## src/rtl/div_pkg.sv

```systemverilog
// Shared definitions for the pipelined 8-bit divider and its result collector.
package div_pkg;

  // Operand/result width of the divider datapath.
  localparam int DIV_W = 8;

  // Default sequence-tag width used by the result bundle.
  localparam int DIV_SEQ_W = 8;

  // One tagged divider result as it is held in the collector FIFO.
  typedef struct packed {
    logic [DIV_SEQ_W-1:0] seq;
    logic [DIV_W-1:0]     quotient;
    logic [DIV_W-1:0]     remainder;
  } div_result_t;

  // Bit width of one stored result entry.
  localparam int DIV_ENTRY_W = $bits(div_result_t);

  // Ceiling log2, with a floor of 1 so that a 1-entry structure still gets an address bit.
  function automatic int div_clog2(input int value);
    int v;
    int r;
    v = value - 1;
    r = 0;
    while (v > 0) begin
      r = r + 1;
      v = v >> 1;
    end
    if (r == 0) begin
      r = 1;
    end else begin
      r = r;
    end
    return r;
  endfunction

endpackage

```

## src/rtl/div_fifo_mem.sv

```systemverilog
// Register-array storage for the result FIFO: one synchronous write port,
// one asynchronous read port. Contents are not reset.
module div_fifo_mem
  import div_pkg::*;
#(
  parameter int DEPTH = 4,
  parameter int WIDTH = DIV_ENTRY_W,
  parameter int AW    = 2
) (
  input  logic             clk,
  input  logic             i_wr_en,
  input  logic [AW-1:0]    i_wr_addr,
  input  logic [WIDTH-1:0] i_wr_data,
  input  logic [AW-1:0]    i_rd_addr,
  output logic [WIDTH-1:0] o_rd_data
);

  logic [WIDTH-1:0] r_mem [DEPTH];

  // Write the pushed entry into the slot addressed by the write pointer.
  always_ff @(posedge clk) begin
    if (i_wr_en) begin
      r_mem[i_wr_addr] <= i_wr_data;
    end
  end

  assign o_rd_data = r_mem[i_rd_addr];

endmodule

```

## src/rtl/div_result_fifo.sv

```systemverilog
// Collector for divider result pulses: tags each result with a sequence number,
// buffers it in a small FIFO and presents the head over valid/ready. Results that
// arrive while the FIFO is full and not draining are dropped and counted.
module div_result_fifo
  import div_pkg::*;
#(
  parameter int DEPTH = 4,
  parameter int SEQ_W = 8
) (
  input  logic                       clk,
  input  logic                       reset,
  input  logic                       in_valid,
  input  logic [DIV_W-1:0]           in_quotient,
  input  logic [DIV_W-1:0]           in_remainder,
  output logic                       out_valid,
  input  logic                       out_ready,
  output logic [DIV_W-1:0]           out_quotient,
  output logic [DIV_W-1:0]           out_remainder,
  output logic [SEQ_W-1:0]           out_seq,
  output logic [div_clog2(DEPTH):0]  count,
  output logic                       full,
  output logic                       overflow,
  output logic [7:0]                 drop_count,
  input  logic                       clr_overflow
);

  localparam int AW      = div_clog2(DEPTH);
  localparam int CW      = AW + 1;
  localparam int ENTRY_W = SEQ_W + 2 * DIV_W;

  localparam logic [AW-1:0]    PTR_ONE  = AW'(1);
  localparam logic [CW-1:0]    CNT_ONE  = CW'(1);
  localparam logic [CW-1:0]    CNT_FULL = CW'(DEPTH);
  localparam logic [SEQ_W-1:0] SEQ_ONE  = SEQ_W'(1);

  logic [AW-1:0]      r_wr_ptr;
  logic [AW-1:0]      r_rd_ptr;
  logic [CW-1:0]      r_count;
  logic [SEQ_W-1:0]   r_seq;
  logic               r_overflow;
  logic [7:0]         r_drop_count;

  logic               w_empty;
  logic               w_full;
  logic               w_pop;
  logic               w_push;
  logic               w_drop;
  logic [ENTRY_W-1:0] w_wr_data;
  logic [ENTRY_W-1:0] w_rd_data;

  // Full and valid come from the registered occupancy only.
  assign w_empty = (r_count == {CW{1'b0}});
  assign w_full  = (r_count == CNT_FULL);
  assign w_pop   = !w_empty && out_ready;
  assign w_push  = in_valid && (!w_full || w_pop);
  assign w_drop  = in_valid && !w_push;

  // Stored entry carries the tag value before this pulse's increment.
  assign w_wr_data = {r_seq, in_quotient, in_remainder};

  div_fifo_mem #(
    .DEPTH (DEPTH),
    .WIDTH (ENTRY_W),
    .AW    (AW)
  ) u_mem (
    .clk       (clk),
    .i_wr_en   (w_push),
    .i_wr_addr (r_wr_ptr),
    .i_wr_data (w_wr_data),
    .i_rd_addr (r_rd_ptr),
    .o_rd_data (w_rd_data)
  );

  // Pointers, occupancy and sequence counter; pointers wrap naturally at DEPTH.
  always_ff @(posedge clk or posedge reset) begin
    if (reset) begin
      r_wr_ptr <= {AW{1'b0}};
      r_rd_ptr <= {AW{1'b0}};
      r_count  <= {CW{1'b0}};
      r_seq    <= {SEQ_W{1'b0}};
    end else begin
      if (w_push) begin
        r_wr_ptr <= r_wr_ptr + PTR_ONE;
      end
      if (w_pop) begin
        r_rd_ptr <= r_rd_ptr + PTR_ONE;
      end
      case ({w_push, w_pop})
        2'b10:   r_count <= r_count + CNT_ONE;
        2'b01:   r_count <= r_count - CNT_ONE;
        default: r_count <= r_count;
      endcase
      // Every result pulse consumes a tag, stored or dropped.
      if (in_valid) begin
        r_seq <= r_seq + SEQ_ONE;
      end
    end
  end

  // Sticky overflow and saturating drop counter; a drop outranks a clear.
  always_ff @(posedge clk or posedge reset) begin
    if (reset) begin
      r_overflow   <= 1'b0;
      r_drop_count <= 8'h00;
    end else if (w_drop) begin
      r_overflow <= 1'b1;
      if (clr_overflow) begin
        r_drop_count <= 8'h01;
      end else if (r_drop_count != 8'hFF) begin
        r_drop_count <= r_drop_count + 8'h01;
      end
    end else if (clr_overflow) begin
      r_overflow   <= 1'b0;
      r_drop_count <= 8'h00;
    end
  end

  // Show-ahead head entry, forced to zero while the FIFO is empty.
  always_comb begin
    out_seq       = {SEQ_W{1'b0}};
    out_quotient  = {DIV_W{1'b0}};
    out_remainder = {DIV_W{1'b0}};
    if (!w_empty) begin
      out_seq       = w_rd_data[ENTRY_W-1 -: SEQ_W];
      out_quotient  = w_rd_data[2*DIV_W-1 -: DIV_W];
      out_remainder = w_rd_data[DIV_W-1:0];
    end else begin
      out_seq       = {SEQ_W{1'b0}};
      out_quotient  = {DIV_W{1'b0}};
      out_remainder = {DIV_W{1'b0}};
    end
  end

  assign out_valid  = !w_empty;
  assign count      = r_count;
  assign full       = w_full;
  assign overflow   = r_overflow;
  assign drop_count = r_drop_count;

endmodule

```

## config.mk

```make
export PLATFORM = sky130hd
export DESIGN_NAME = div_result_fifo
export DESIGN_NICKNAME = d
export VERILOG_FILES = /design/src/rtl/div_pkg.sv /design/src/rtl/div_fifo_mem.sv /design/src/rtl/div_result_fifo.sv
export SDC_FILE = /design/constraint.sdc
export NUM_CORES = 1
export LEC_CHECK = 0
export CORE_MARGIN = 4
export CORE_UTILIZATION = 55
export DETAILED_ROUTE_END_ITERATION = 6
export MAX_ROUTING_LAYER = met4
export PLACE_DENSITY_LB_ADDON = 0.3
export SLEW_MARGIN = 25
export SYNTH_ARGS = -nofsm -noshare
export SYNTH_HDL_FRONTEND = slang
export SYNTH_SLANG_ARGS = --single-unit
```

## constraint.sdc

```tcl
create_clock -name clk -period 6.46 [get_ports clk]
set_input_delay 1.292 -clock clk [delete_from_list [all_inputs] [get_ports clk]]
set_output_delay 1.292 -clock clk [all_outputs]
set_load 0.05 [all_outputs]
```

* Yosys cells after proc, flatten, opt, wreduce, memory -nomap -nowiden *
Memories as Yosys holds them, arrays and structs flattened.
Cells that the tools add are included.

storage, ports and cells
  output and inout bits = 38
  flip-flop bits (word level) = 24
  memories kept = 1
  input bits = 21
  bits in latches = 0
  bits in read-only memories = 0
  bits in writable memories = 96
  word-level logic and storage cells = 41

memory list
  memory       words  width  rd ports  clocked after memory_dff  wr ports  RTL line            source
  u_mem.r_mem  4      24     1         0                         1         div_fifo_mem.sv:18  logic [WIDTH-1:0] r_mem [DEPTH];

cells by class
  equality and inequality tests = 4
  $mul = 0
  order comparisons = 0
  $add $sub $neg = 6
  mux-type cells = 12
  reduce and logical (&&, ||, !) cells = 12
  div/mod/pow operators = 0
  bitwise operators = 0
  shift operators = 0

operator list
  kind                   count
  $mux W8                7
  $add A8 B1 Y8 const B  2
  $ne A8 B8 Y1 const B   1
  $pmux W3 S2            1
  $reduce_bool A2 Y1     3
  $add A2 B1 Y2 const B  2
  $mux W1                4
  $add A3 B1 Y3 const B  1
  $eq A3 B3 Y1 const B   1
  $logic_and A1 B1 Y1    3
  $logic_not A1 Y1       3
  $logic_not A3 Y1       1
  $sub A3 B1 Y3 const B  1
  $eq A2 B1 Y1 const B   1
  $eq A2 B2 Y1 const B   1
  $reduce_and A2 Y1      1
  $logic_or A1 B1 Y1     1

* Longest topological paths before layout *
Gate-level depths: netlist (run 1).

  word-level depth = 9
  mapped depth = 9
  mapped depth without buffers = 6

* Cells and area by module *
Synthesis (run 1) repeated with hierarchy kept, for this count alone.

unflattened totals
  cells, all modules = 263
  area total of the unflattened synthesis = 4844.6 µm²

by module, submodules not included
  module           area each (µm²)  sequential area each (µm²)  times used  cells an instance
  div_fifo_mem     3534.6           2882.8                      1           130
  div_result_fifo  1310.0           600.6                       1           133

* Least setup slack after synthesis (run 1) *
No wires, ideal clock.

  path type = register -> output
  start = register r_count[1], in the netlist count[1]
  end = output port out_quotient[0]
  buffers on the path = 3
  stages on the path, launching flop included = 6
  path slack = 2.835 ns
  arrival time = 2.333 ns
  required time = 5.168 ns
  cells stage by stage = dfrtp_1 -> buf_2 -> or3_1 -> clkbuf_1 -> clkbuf_1 -> and2_1

on the way
  word-level cells in the longest chain between the ends = 2

RTL lines
  what                      RTL line                source
  start: declaration        div_result_fifo.sv:38   logic [CW-1:0] r_count;
  start signal: assignment  div_result_fifo.sv:79   r_count <= {CW{1'b0}};
  start signal: assignment  div_result_fifo.sv:89   2'b10: r_count <= r_count + CNT_ONE;
  start signal: assignment  div_result_fifo.sv:90   2'b01: r_count <= r_count - CNT_ONE;
  $logic_not A3 Y1          div_result_fifo.sv:52   assign w_empty = (r_count == {CW{1'b0}});
  $mux W8                   div_result_fifo.sv:123  if (!w_empty) begin
  end: declaration          div_result_fifo.sv:17   output logic [DIV_W-1:0] out_quotient,

Every way passes these cells.

* Worst setup path in the final report (run 1) *
  start = register r_count[0], in the netlist count[0]
  end = output port out_remainder[7]

on the way
  word-level cells in the longest chain between the ends = 2

RTL lines
  what              RTL line                source
  $logic_not A3 Y1  div_result_fifo.sv:52
  $mux W8           div_result_fifo.sv:123
  end: declaration  div_result_fifo.sv:18   output logic [DIV_W-1:0] out_remainder,

Every way passes these cells.

==> summary.txt, run 1 <==
Floorplanning
  – Number of core rows: 34
  – Core area: 8760 sq um
  – Die ar.: ~11,000 sq um
  – Initial Utilization: 56.9%
  – Die Width: 103 um
  – Ports: between 50 and 60
  – DIE HEIGHT: 103 um

Clocking
  – CTS tree: yes
  – Total CTS buffers: 17
  – CTS sink cnt: 120
  – # hold bufs at CTS: 0
  – Post-cts sizing count: 0
  – Root buffer cell: clkbuf_8
  – Max Root-Sink Buffers: 2
  – Clock slew at reported path FFs: 0.06 ns
  – Clk_lat worst skew: 0.50 ns
  – H-tree depth: 4
  – Setup Buffers After CTS: 0

Hold path
  – HP Class: flop to flop

Job
  – Max cap viols: 0

Layout
  – NumNets Final: between 300 and 400
  – Synth-to-Final Area Change: 25.4%
  – Layout cells sized above 1: about 18%
  – Ant diodes: 0
  – Fin area: roughly 6200 sq um
  – Fill cells: 568

STA
  – Slew @ Worst Pin: slightly above 0.9 ns
  – RSZ-0062 raised after global routing: no
  – Crit share post-route: 65.9%
  – Final setup vio count: 0
  – Clock skew: around 0.0080 ns
  – Hold Fails Final Rpt: 0
  – Setup TNS: 0 ns
  – Slew HR: 38.1%
  – Pins Over Slew Limit: 0
  – Max Clk Rate: 235 MHz
  – Fin crit period: 4.25 ns

Place
  – Routability-driven placement congestion ratio: 0.790
  – Dpl hpwl: 5.10 mm
  – Post-placement cell area: roughly 5700 sq um
  – I/O Buffers: a little under 60

Detailed routing
  – Post-route ant nets: 0
  – Number of vias per cell: approximately 5.7
  – TritonRoute pass-1 iters: 6
  – Drt first-iter violations: about 140
  – Mean routed wirelength per cell: around 19 um
  – DR vias: between 2,000 and 3,000
  – Drt total wl: roughly 8.9 mm
  – Remaining DRCs: 0

Yosys
  – Mean post-synth cell area: ~17 sq um
  – Number of library cell types mapped by synthesis: 37
  – Cell count after synthesis: 292
  – Async set-reset flop share out of synthesis: 20.0%
  – Most instantiated cells after synthesis: edfxtp_1 (96), and2_1 (24), dfrtp_1 (24), mux4_2 (24), nor2_1 (11)
  – Top cells by area, synth: edfxtp_1 (58%), dfrtp_1 (12%), mux4_2 (11%)
  – Top cell type's share of synthesized area: roughly 58%
  – Post-Syn Area: 4980 sq um
  – Synth Flop Type: edfxtp_1
  – Sequential cell area fraction in the yosys report: 69.9%
  – Post-synthesis register bit count: 120
  – Most common cell in the synthesized netlist: edfxtp_1
  – Cell type with the highest aggregate area in the netlist: edfxtp_1
  – Synthesized net count: 320
  – Ys Warns: 0
  – Number of synthesized flops with an enable pin: between 90 and 100

GRT
  – Largest net degree at the start of global routing: 29
  – Initial antenna violation count: 0
  – Overall routing resource usage: 19.6%
  – First-pass GRT wire length: between 10 and 15 mm
  – Total grt overflow: 0
  – Vias in the first global route: 2,832

Status
  – Outcome: completed

Power
  – Worst VDD drop: about 0.28 mV
  – Pwr dens: approximately 550 nW/um^2
  – Leak: 2.23 nW
  – Power Total: between 3 and 4 mW

Setup path
  – Critical Path Source Type: flop
  – Worst endpoint required time: about 5.2 ns
  – CP endpoint kind: output pin
  – Crit path kind: flop to output pin
  – Critical path arrival: 2.96 ns
  – Reg2Reg Setup Slack: approximately 3.9 ns
  – Critical path peak fanout: 28
[cell type report]
cell class | instances | area, sq um | area share [%]
clock inverters | 14 | 174 | 2.78
repair buffers | 63 | 618 | 9.89
well taps | 108 | 135 | 2.16
multi-input cells | 147 | 1390 | 22.2
clock buffers | 18 | 418 | 6.69
inverters | 8 | 30.0 | 0.481
flip-flops and latches | 120 | 3480 | 55.8
[stage by stage]
| stage | std cells | util [%] | setup slack, ns | hold slack, ns |
|---|---|---|---|---|
| finish | 478 | 71.3 | 2.21 | 0.531 |
| global route | 478 | 71.3 | 1.98 | 0.590 |
| CTS | 478 | 71.3 | 2.12 | 0.537 |
| detailed placement | 446 | 64.5 | 2.67 | 0.513 |
| global placement | 446 | 64.5 | 2.71 | 0.506 |
| floorplan | 292 | - | 2.83 | 0.486 |
[worst max-delay path: stages, from the launching register on]
cell	delay [ns]
dfrtp_1	0.58
or3_1	0.80
and2_1	0.24
clkdlybuf4s50_1	0.83
[flip-flops by register name, summed over array words and instances (netlist names)]
register / flops
drop_count: 8
overflow: 1
r_seq: 8
r_rd_ptr: 2
count: 3
u_mem.r_mem: 96
r_wr_ptr: 2
[power breakdown]
part	internal (mW)	switching, mW	total, mW
sequential	1.05	0.159	1.21
clock	0.590	0.334	0.924
combinational	0.529	0.773	1.30
[kinds of logic after synthesis]
family          after synthesis  synth area share, %
compound gates               27                 3.24
xor+xnor                     11                 1.93
fa+ha+maj                     7                 1.91
buf+inv                      25                 2.21
flops                       120                 69.9
mux                          29                 11.9
simple gates                 73                 8.91
[placed cells by master (no fill, tap or decap), types with 4 or more instances in the layout]
cell	count
nor2_1	11
edfxtp_1	96
and3_1	7
mux4_2	24
clkdlybuf4s50_1	58
a21oi_1	6
inv_1	7
ha_1	6
clkinv_4	4
nand4_1	7
or3_1	4
nand3_1	6
mux2i_1	4
xnor2_1	7
clkbuf_16	16
nand2_1	7
buf_4	5
o21ai_0	9
dfrtp_1	23
and2_1	24
xor2_1	4
[path summary, 6_finish.rpt]
path,start,to,depth (start not counted)
max,count[0],out_remainder[7],3
min,overflow,overflow,2
max reg2reg,count[0],count[2],6
min reg2reg,overflow,overflow,2
max in group asynchronous,reset,r_rd_ptr[0],2
min in group asynchronous,reset,drop_count[4],2
[routing by layer]
metal	wire, um	part of all wire [%]	global-route usage, %
met1	4020	45	25.0
met5	0	0	-
met4	70	0.79	5.08
met3	359	4.0	6.04
met2	4470	50	31.1
No activity file was read; power rests on OpenSTA's default activity.
==> run 2: changes to the inputs <==
clock period = 4.2 ns   (was 6.46 ns; I/O delays follow)
==> run 2 against run 1 <==
Effect of this change:
- die area unchanged
- non-clock buffer count increased by 3
- critical endpoint is now out_quotient[4]
- cell area grew 0.74%
- largest power group unchanged
- clock power is 61% higher
- clock skew is 0.0011 ns higher
- clock-buffer cell count is the same
- sequential share of layout area down 0.41 points
==> summary.txt, run 2 (same netlist as run 1, synthesis figures left out) <==
Layout
  – NumNets Final: 388 (was 385)
  – Fill cells: 555 (was 568)
  – Fin area: 6290 sq um (was 6250 sq um)
  – Biggest register: u_mem.r_mem (unchanged)
  – Largest register FFs: 96 (unchanged)
  – Multi-input gate area: 1390 sq um (unchanged)
  – Most frequent cells in the layout: edfxtp_1 (96), clkdlybuf4s50_1 (58), mux4_2 (24), and2_1 (24), dfrtp_1 (23) (unchanged)
  – Layout cells sized above 1: 18.2% (was 17.8%)
  – Register area: 3480 sq um (unchanged)
  – Synth-to-Final Area Change: 26.3% (was 25.4%)
  – Ant diodes: 0 (unchanged)
  – Most common cell after layout, fill and taps aside: edfxtp_1 (unchanged)

STA
  – Hold Fails Final Rpt: 0 (unchanged)
  – Slew @ Worst Pin: 0.896 ns (was 0.929 ns)
  – Pins Over Slew Limit: 0 (unchanged)
  – Max Clk Rate: 264 MHz
  – Final setup vio count: 0 (unchanged)
  – Final setup margin: 0.409 ns (was 2.21 ns)
  – RSZ-0062 raised after global routing: no (unchanged)
  – Slew HR: 39.9% (was 38.1%)
  – Clock skew: 0.00919 ns (was 0.00805 ns)
  – Crit share post-route: approximately 90%
  – Setup TNS: 0 ns (unchanged)
  – Fin crit period: 3.79 ns

GRT
  – Overall routing resource usage: 19.3% (was 19.6%)
  – Total grt overflow: 0 (unchanged)
  – Initial antenna violation count: 0 (unchanged)
  – Vias in the first global route: 2,770 (was 2,832)
  – Largest net degree at the start of global routing: 29 (unchanged)
  – First-pass GRT wire length: 14.6 mm (was 14.8 mm)

Detailed routing
  – Remaining DRCs: 0 (unchanged)
  – Drt first-iter violations: 103 (was 141)
  – Mean routed wirelength per cell: 18.8 um (was 18.7 um)
  – Post-route ant nets: 0 (unchanged)
  – Number of vias per cell: 5.70 (was 5.68)
  – DR vias: 2,740 (was 2,717)
  – Drt total wl: 9.05 mm (was 8.92 mm)
  – TritonRoute pass-1 iters: 5 (was 6)

Place
  – Routability-driven placement congestion ratio: 0.825 (was 0.790)
  – Dpl hpwl: 5.21 mm (was 5.10 mm)
  – Post-placement cell area: 5680 sq um (was 5660 sq um)
  – Place WS: 0.897 ns (was 2.67 ns)
  – I/O Buffers: 58 (unchanged)

Hold path
  – HP Class: flop to flop (unchanged)

Setup path
  – Crit path to: out_quotient[4] (was out_remainder[7])
  – R2R cell count: 6 (unchanged)
  – Critical Path Source Type: flop (unchanged)
  – Crit path kind: flop to output pin (unchanged)
  – Critical path peak fanout: 28 (unchanged)
  – Worst endpoint required time: 3.36 ns (was 5.17 ns)
  – Slowest CP cell: clkdlybuf4s50_1 (unchanged)
  – CP cell instances: or3_1 -> and2_1 -> clkdlybuf4s50_1 (unchanged)
  – CP top delay family: simple AND/OR/NAND/NOR gates (unchanged)
  – CP Launch Point: count[0] (unchanged)
  – Critical path arrival: 2.95 ns (was 2.96 ns)
  – CP endpoint kind: output pin (unchanged)
  – Critical Path Stages: 3 (unchanged)
  – CP max stage delay: 0.83 ns (about the same)
  – Reg2Reg Setup Slack: 1.68 ns (was 3.88 ns)
  – Worst r2r dst: count[2] (unchanged)
  – Buf+Inv Stages, Crit Path: 1 (unchanged)
  – Reg-to-reg startpoint: count[0] (unchanged)

Floorplanning
  – Ports: 59 (unchanged)
  – Core area: 8760 sq um (unchanged)
  – Die Width: 103 um (unchanged)
  – DIE HEIGHT: 103 um (unchanged)
  – Number of core rows: 34 (unchanged)
  – Die ar.: 10,600 sq um (unchanged)
  – Initial Utilization: 56.9% (unchanged)

Power
  – Leak: 2.25 nW (was 2.23 nW)
  – Pwr dens: 853 nW/um^2 (was 549 nW/um^2)
  – Power Total: 5.37 mW (was 3.43 mW)
  – Worst VDD drop: 0.462 mV (was 0.279 mV)

Clocking
  – Max Root-Sink Buffers: 2 (unchanged)
  – Clock slew at reported path FFs: 0.06 ns (about the same)
  – Setup Buffers After CTS: 0 (unchanged)
  – # hold bufs at CTS: 0 (unchanged)
  – Post-cts sizing count: 0 (unchanged)
  – Total CTS buffers: 17 (unchanged)
  – CTS tree: yes (unchanged)
  – H-tree depth: 4 (unchanged)
  – CTS sink cnt: 120 (unchanged)
  – Clk_lat worst skew: 0.50 ns (about the same)
  – Root buffer cell: clkbuf_8 (unchanged)

Job
  – Max cap viols: 0 (unchanged)

Status
  – Outcome: completed (unchanged)
-- run 2: power by group --
group	switching [mW]	total [mW]	internal, mW
Sequential	0.219	1.83	1.61
Combinational	1.22	2.05	0.827
Clock	0.519	1.49	0.969
-- run 2: worst min path at each step --
stage	slack (ns)	endpoint	startpoint	cells after the start
6_report	0.53	overflow	overflow	2
5_1_grt	0.57	overflow	overflow	2
4_1_cts	0.54	overflow	overflow	2
3_3_place_gp	0.52	overflow	overflow	2
2_1_floorplan	0.49	r_seq[7]	r_seq[7]	1
3_5_place_dp	0.52	overflow	overflow	2
-- run 2: worst min-delay path, delay by kind of cell, from the launching register on --
family	cells	cell delay [ns]
compound gates	1	0.07
flops	1	0.37
buf+inv	1	0.05
-- run 2: cell type report --
| type | count | area share [%] |
|---|---|---|
| clock buffer | 18 | 6.64 |
| inverter | 8 | 0.477 |
| sequential | 120 | 55.4 |
| timing repair buffer | 66 | 10.2 |
| multi-input combinational | 147 | 22.1 |
| clock inverter | 14 | 3.14 |
| tap | 108 | 2.15 |
-- run 2: through the flow --
stage	util (%)	hold WS (ns)	cells
after CTS	71.8	0.536	481
after floorplan	-	0.486	292
after detailed placement	64.8	0.524	449
after global routing	71.8	0.570	481
final	71.8	0.531	481
after global placement	64.8	0.517	449
-- run 2: metal layers --
metal  vias to the layer above  global-route usage (%)  wire, um
met2                        68                    30.6      4600
met1                      1383                    24.2      4010
met4                         0                    6.18        67
met3                        11                    5.77       376
met5                         -                       -         0
li1                       1278                       -         -
==> run 3: changes to the inputs <==
ABC_AREA = 1   (was unset)
==> run 3 against run 2 <==
Effect of this change:
- sequential power down 4%
- via count increased by 25%
- core utilization increased by 0.073 points
- worst hold slack worse by 0.045 ns
- critical path depth is 3 higher
- synthesized area rose by 2.0%
- power grew 5.0%
- combinational power increased by 17%
- first-iteration DRC count increased by 120%
- die area grew 1.9%
- critical endpoint is now out_seq[3]
- largest cell class unchanged
==> summary.txt, run 3 <==
Layout
  – Most frequent cells in the layout: nor2_1 (104), edfxtp_1 (96), clkdlybuf4s50_1 (58), o21ai_0 (46), nand2_1 (37) (was edfxtp_1 (96), clkdlybuf4s50_1 (58), mux4_2 (24), and2_1 (24), dfrtp_1 (23))
  – Biggest register: u_mem.r_mem (unchanged)
  – NumNets Final: 538 (was 388)
  – Synth-to-Final Area Change: 25.2% (was 26.3%)
  – Register area: 3480 sq um (about the same)
  – Fill cells: 628 (was 555)
  – Largest register FFs: 96 (unchanged)
  – Multi-input gate area: 1390 sq um (about the same)
  – Layout cells sized above 1: 11.5% (was 18.2%)
  – Final core utilization: 71.9% (was 71.8%)
  – Ant diodes: 0 (unchanged)
  – Post-route insts no fill: 631 (was 481)
  – Most common cell after layout, fill and taps aside: nor2_1 (was edfxtp_1)
  – Fin area: 6360 sq um (was 6290 sq um)

Status
  – Outcome: completed (unchanged)

Setup path
  – Critical Path Source Type: flop (unchanged)
  – CP endpoint kind: output pin (unchanged)
  – Crit path kind: flop to output pin (unchanged)
  – Critical path arrival: 2.85 ns (was 2.95 ns)
  – Critical path peak fanout: 20 (was 28)
  – Worst endpoint required time: 3.36 ns (about the same)
  – R2R cell count: 5 (was 6)

GRT
  – Initial antenna violation count: 0 (unchanged)
  – Overall routing resource usage: 21.1% (was 19.3%)
  – Vias in the first global route: 3,614 (was 2,770)
  – First-pass GRT wire length: 17.4 mm (was 14.6 mm)
  – Total grt overflow: 0 (unchanged)
  – Largest net degree at the start of global routing: 50 (was 29)

Yosys
  – Most common cell in the synthesized netlist: nor2_1 (was edfxtp_1)
  – Async set-reset flop share out of synthesis: 20.0% (unchanged)
  – Synthesized net count: 473 (was 320)
  – Top cells by area, synth: edfxtp_1 (57%), dfrtp_1 (12%), nor2_1 (8.0%) (was edfxtp_1 (58%), dfrtp_1 (12%), mux4_2 (11%))
  – Number of library cell types mapped by synthesis: 31 (was 37)
  – Post-synthesis register bit count: 120 (unchanged)
  – Sequential cell area fraction in the yosys report: 68.5% (was 69.9%)
  – Number of synthesized flops with an enable pin: 96 (unchanged)
  – Cell count after synthesis: 445 (was 292)
  – Synth Flop Type: edfxtp_1 (unchanged)
  – Most instantiated cells after synthesis: nor2_1 (108), edfxtp_1 (96), o21ai_0 (46) (was edfxtp_1 (96), and2_1 (24), dfrtp_1 (24), mux4_2 (24), nor2_1 (11))
  – Ys Warns: 0 (unchanged)
  – Top cell type's share of synthesized area: 56.7% (was 57.9%)
  – Mean post-synth cell area: 11.4 sq um (was 17.1 sq um)
  – Cell type with the highest aggregate area in the netlist: edfxtp_1 (unchanged)
  – Post-Syn Area: 5080 sq um (was 4980 sq um)

Detailed routing
  – Mean routed wirelength per cell: 16.5 um (was 18.8 um)
  – Remaining DRCs: 0 (unchanged)
  – Drt first-iter violations: 224 (was 103)
  – TritonRoute pass-1 iters: 5 (unchanged)
  – Number of vias per cell: 5.45 (was 5.70)
  – DR vias: 3,436 (was 2,740)
  – Post-route ant nets: 0 (unchanged)
  – Drt total wl: 10.4 mm (was 9.05 mm)

STA
  – Clock skew: 0.00880 ns (was 0.00919 ns)
  – Crit share post-route: 87.8% (was 90.3%)
  – Slew @ Worst Pin: 0.880 ns (was 0.896 ns)
  – Final setup vio count: 0 (unchanged)
  – Slew HR: 41.3% (was 39.9%)
  – Hold Fails Final Rpt: 0 (unchanged)
  – Fin crit period: 3.69 ns (was 3.79 ns)
  – Setup TNS: 0 ns (unchanged)
  – Max Clk Rate: 271 MHz (was 264 MHz)
  – RSZ-0062 raised after global routing: no (unchanged)
  – Pins Over Slew Limit: 0 (unchanged)

Hold path
  – HP Class: flop to flop (unchanged)
  – Hold Path Cell Cnt: 2 (unchanged)

Floorplanning
  – Core area: 8850 sq um (was 8760 sq um)
  – Number of core rows: 34 (unchanged)
  – Die Width: 104 um (was 103 um)
  – Initial Utilization: 57.4% (was 56.9%)
  – Die ar.: 10,800 sq um (was 10,600 sq um)
  – DIE HEIGHT: 104 um (was 103 um)
  – Ports: 59 (unchanged)

Place
  – Dpl hpwl: 6.09 mm (was 5.21 mm)
  – DP Cell Count: 599 (was 449)
  – Post-placement cell area: 5750 sq um (was 5680 sq um)
  – Routability-driven placement congestion ratio: 0.799 (was 0.825)
  – I/O Buffers: 58 (unchanged)

Clocking
  – Setup Buffers After CTS: 0 (unchanged)
  – Root buffer cell: clkbuf_8 (unchanged)
  – # hold bufs at CTS: 0 (unchanged)
  – H-tree depth: 4 (unchanged)
  – Max Root-Sink Buffers: 2 (unchanged)
  – Clock slew at reported path FFs: 0.06 ns (about the same)
  – CTS sink cnt: 120 (unchanged)
  – Total CTS buffers: 17 (unchanged)
  – Clk_lat worst skew: 0.50 ns (about the same)
  – Post-cts sizing count: 0 (unchanged)
  – CTS tree: yes (unchanged)

Power
  – Worst VDD drop: 0.747 mV (was 0.462 mV)
  – Leak: 2.44 nW (was 2.25 nW)
  – Pwr dens: 886 nW/um^2 (was 853 nW/um^2)

Job
  – Max cap viols: 0 (unchanged)
## run 3: cell count changes after synthesis, moves of 5 or more
cell	change
nor2_1	+97
o21ai_0	+37
nand2_1	+30
and2_1	-24
mux4_2	-24
a21oi_1	+22
inv_1	+18
and3_1	-6
buf_4	+5
nand2_2	+5
## run 3: kinds of logic after synthesis
| logic type | count (synthesis) | synth area share, % |
|---|---|---|
| and+or+nand+nor | 179 | 15.3 |
| DFF | 120 | 68.5 |
| AOI/OAI and AO/OA | 81 | 8.30 |
| buffers and inverters | 48 | 4.28 |
| xor gates and xnor gates | 10 | 1.72 |
| adders and majority gates | 7 | 1.87 |
## run 3: worst paths after layout
kind / start / end / slack (ns)
worst max-delay path: count[0] / out_seq[3] / 0.51
worst min-delay path: overflow / overflow / 0.49
worst max register to register: count[0] / u_mem.r_mem[1][22] / 2.18
worst min register to register: overflow / overflow / 0.49
max in group asynchronous: reset / r_wr_ptr[0] / 3.07
min in group asynchronous: reset / r_seq[2] / 0.72
## run 3: layout make-up
type | count | area share (%)
flip-flops and latches | 120 | 54.7
inverters | 29 | 1.71
well taps | 108 | 2.12
clock inverters | 12 | 2.75
repair buffers | 65 | 9.95
clock buffers | 20 | 6.84
multi-input cells | 277 | 21.9
## run 3: power by group
group | switching [mW] | internal [mW]
combinational | 1.68 | 0.722
sequential | 0.151 | 1.61
clock | 0.497 | 0.976
total | 2.33 | 3.31
## run 3: worst max-delay path: stages, from the launching register on
cell and delay [ns]:
dfrtp_1 0.44, nor2_4 0.18, nand2_2 0.10, inv_1 0.57
buf_4 0.27, a21oi_1 0.05, clkdlybuf4s50_1 0.71
## run 3: through the flow
step                power, mW  hold slack (ns)  worst slack (ns)
global placement         4.12            0.471              1.04
CTS                      5.68            0.492             0.477
floorplan                3.44            0.489              1.16
global route             5.93            0.543             0.362
detailed placement       4.18            0.473              1.05
finish                   5.64            0.487             0.513
## run 3: routing by layer
layer	vias up	share of wire, %	GRT usage [%]
met2	127	50	34.7
met3	14	5.4	4.97
met4	0	1.3	6.84
met5	-	0	-
li1	1653	-	-
met1	1642	43	26.0
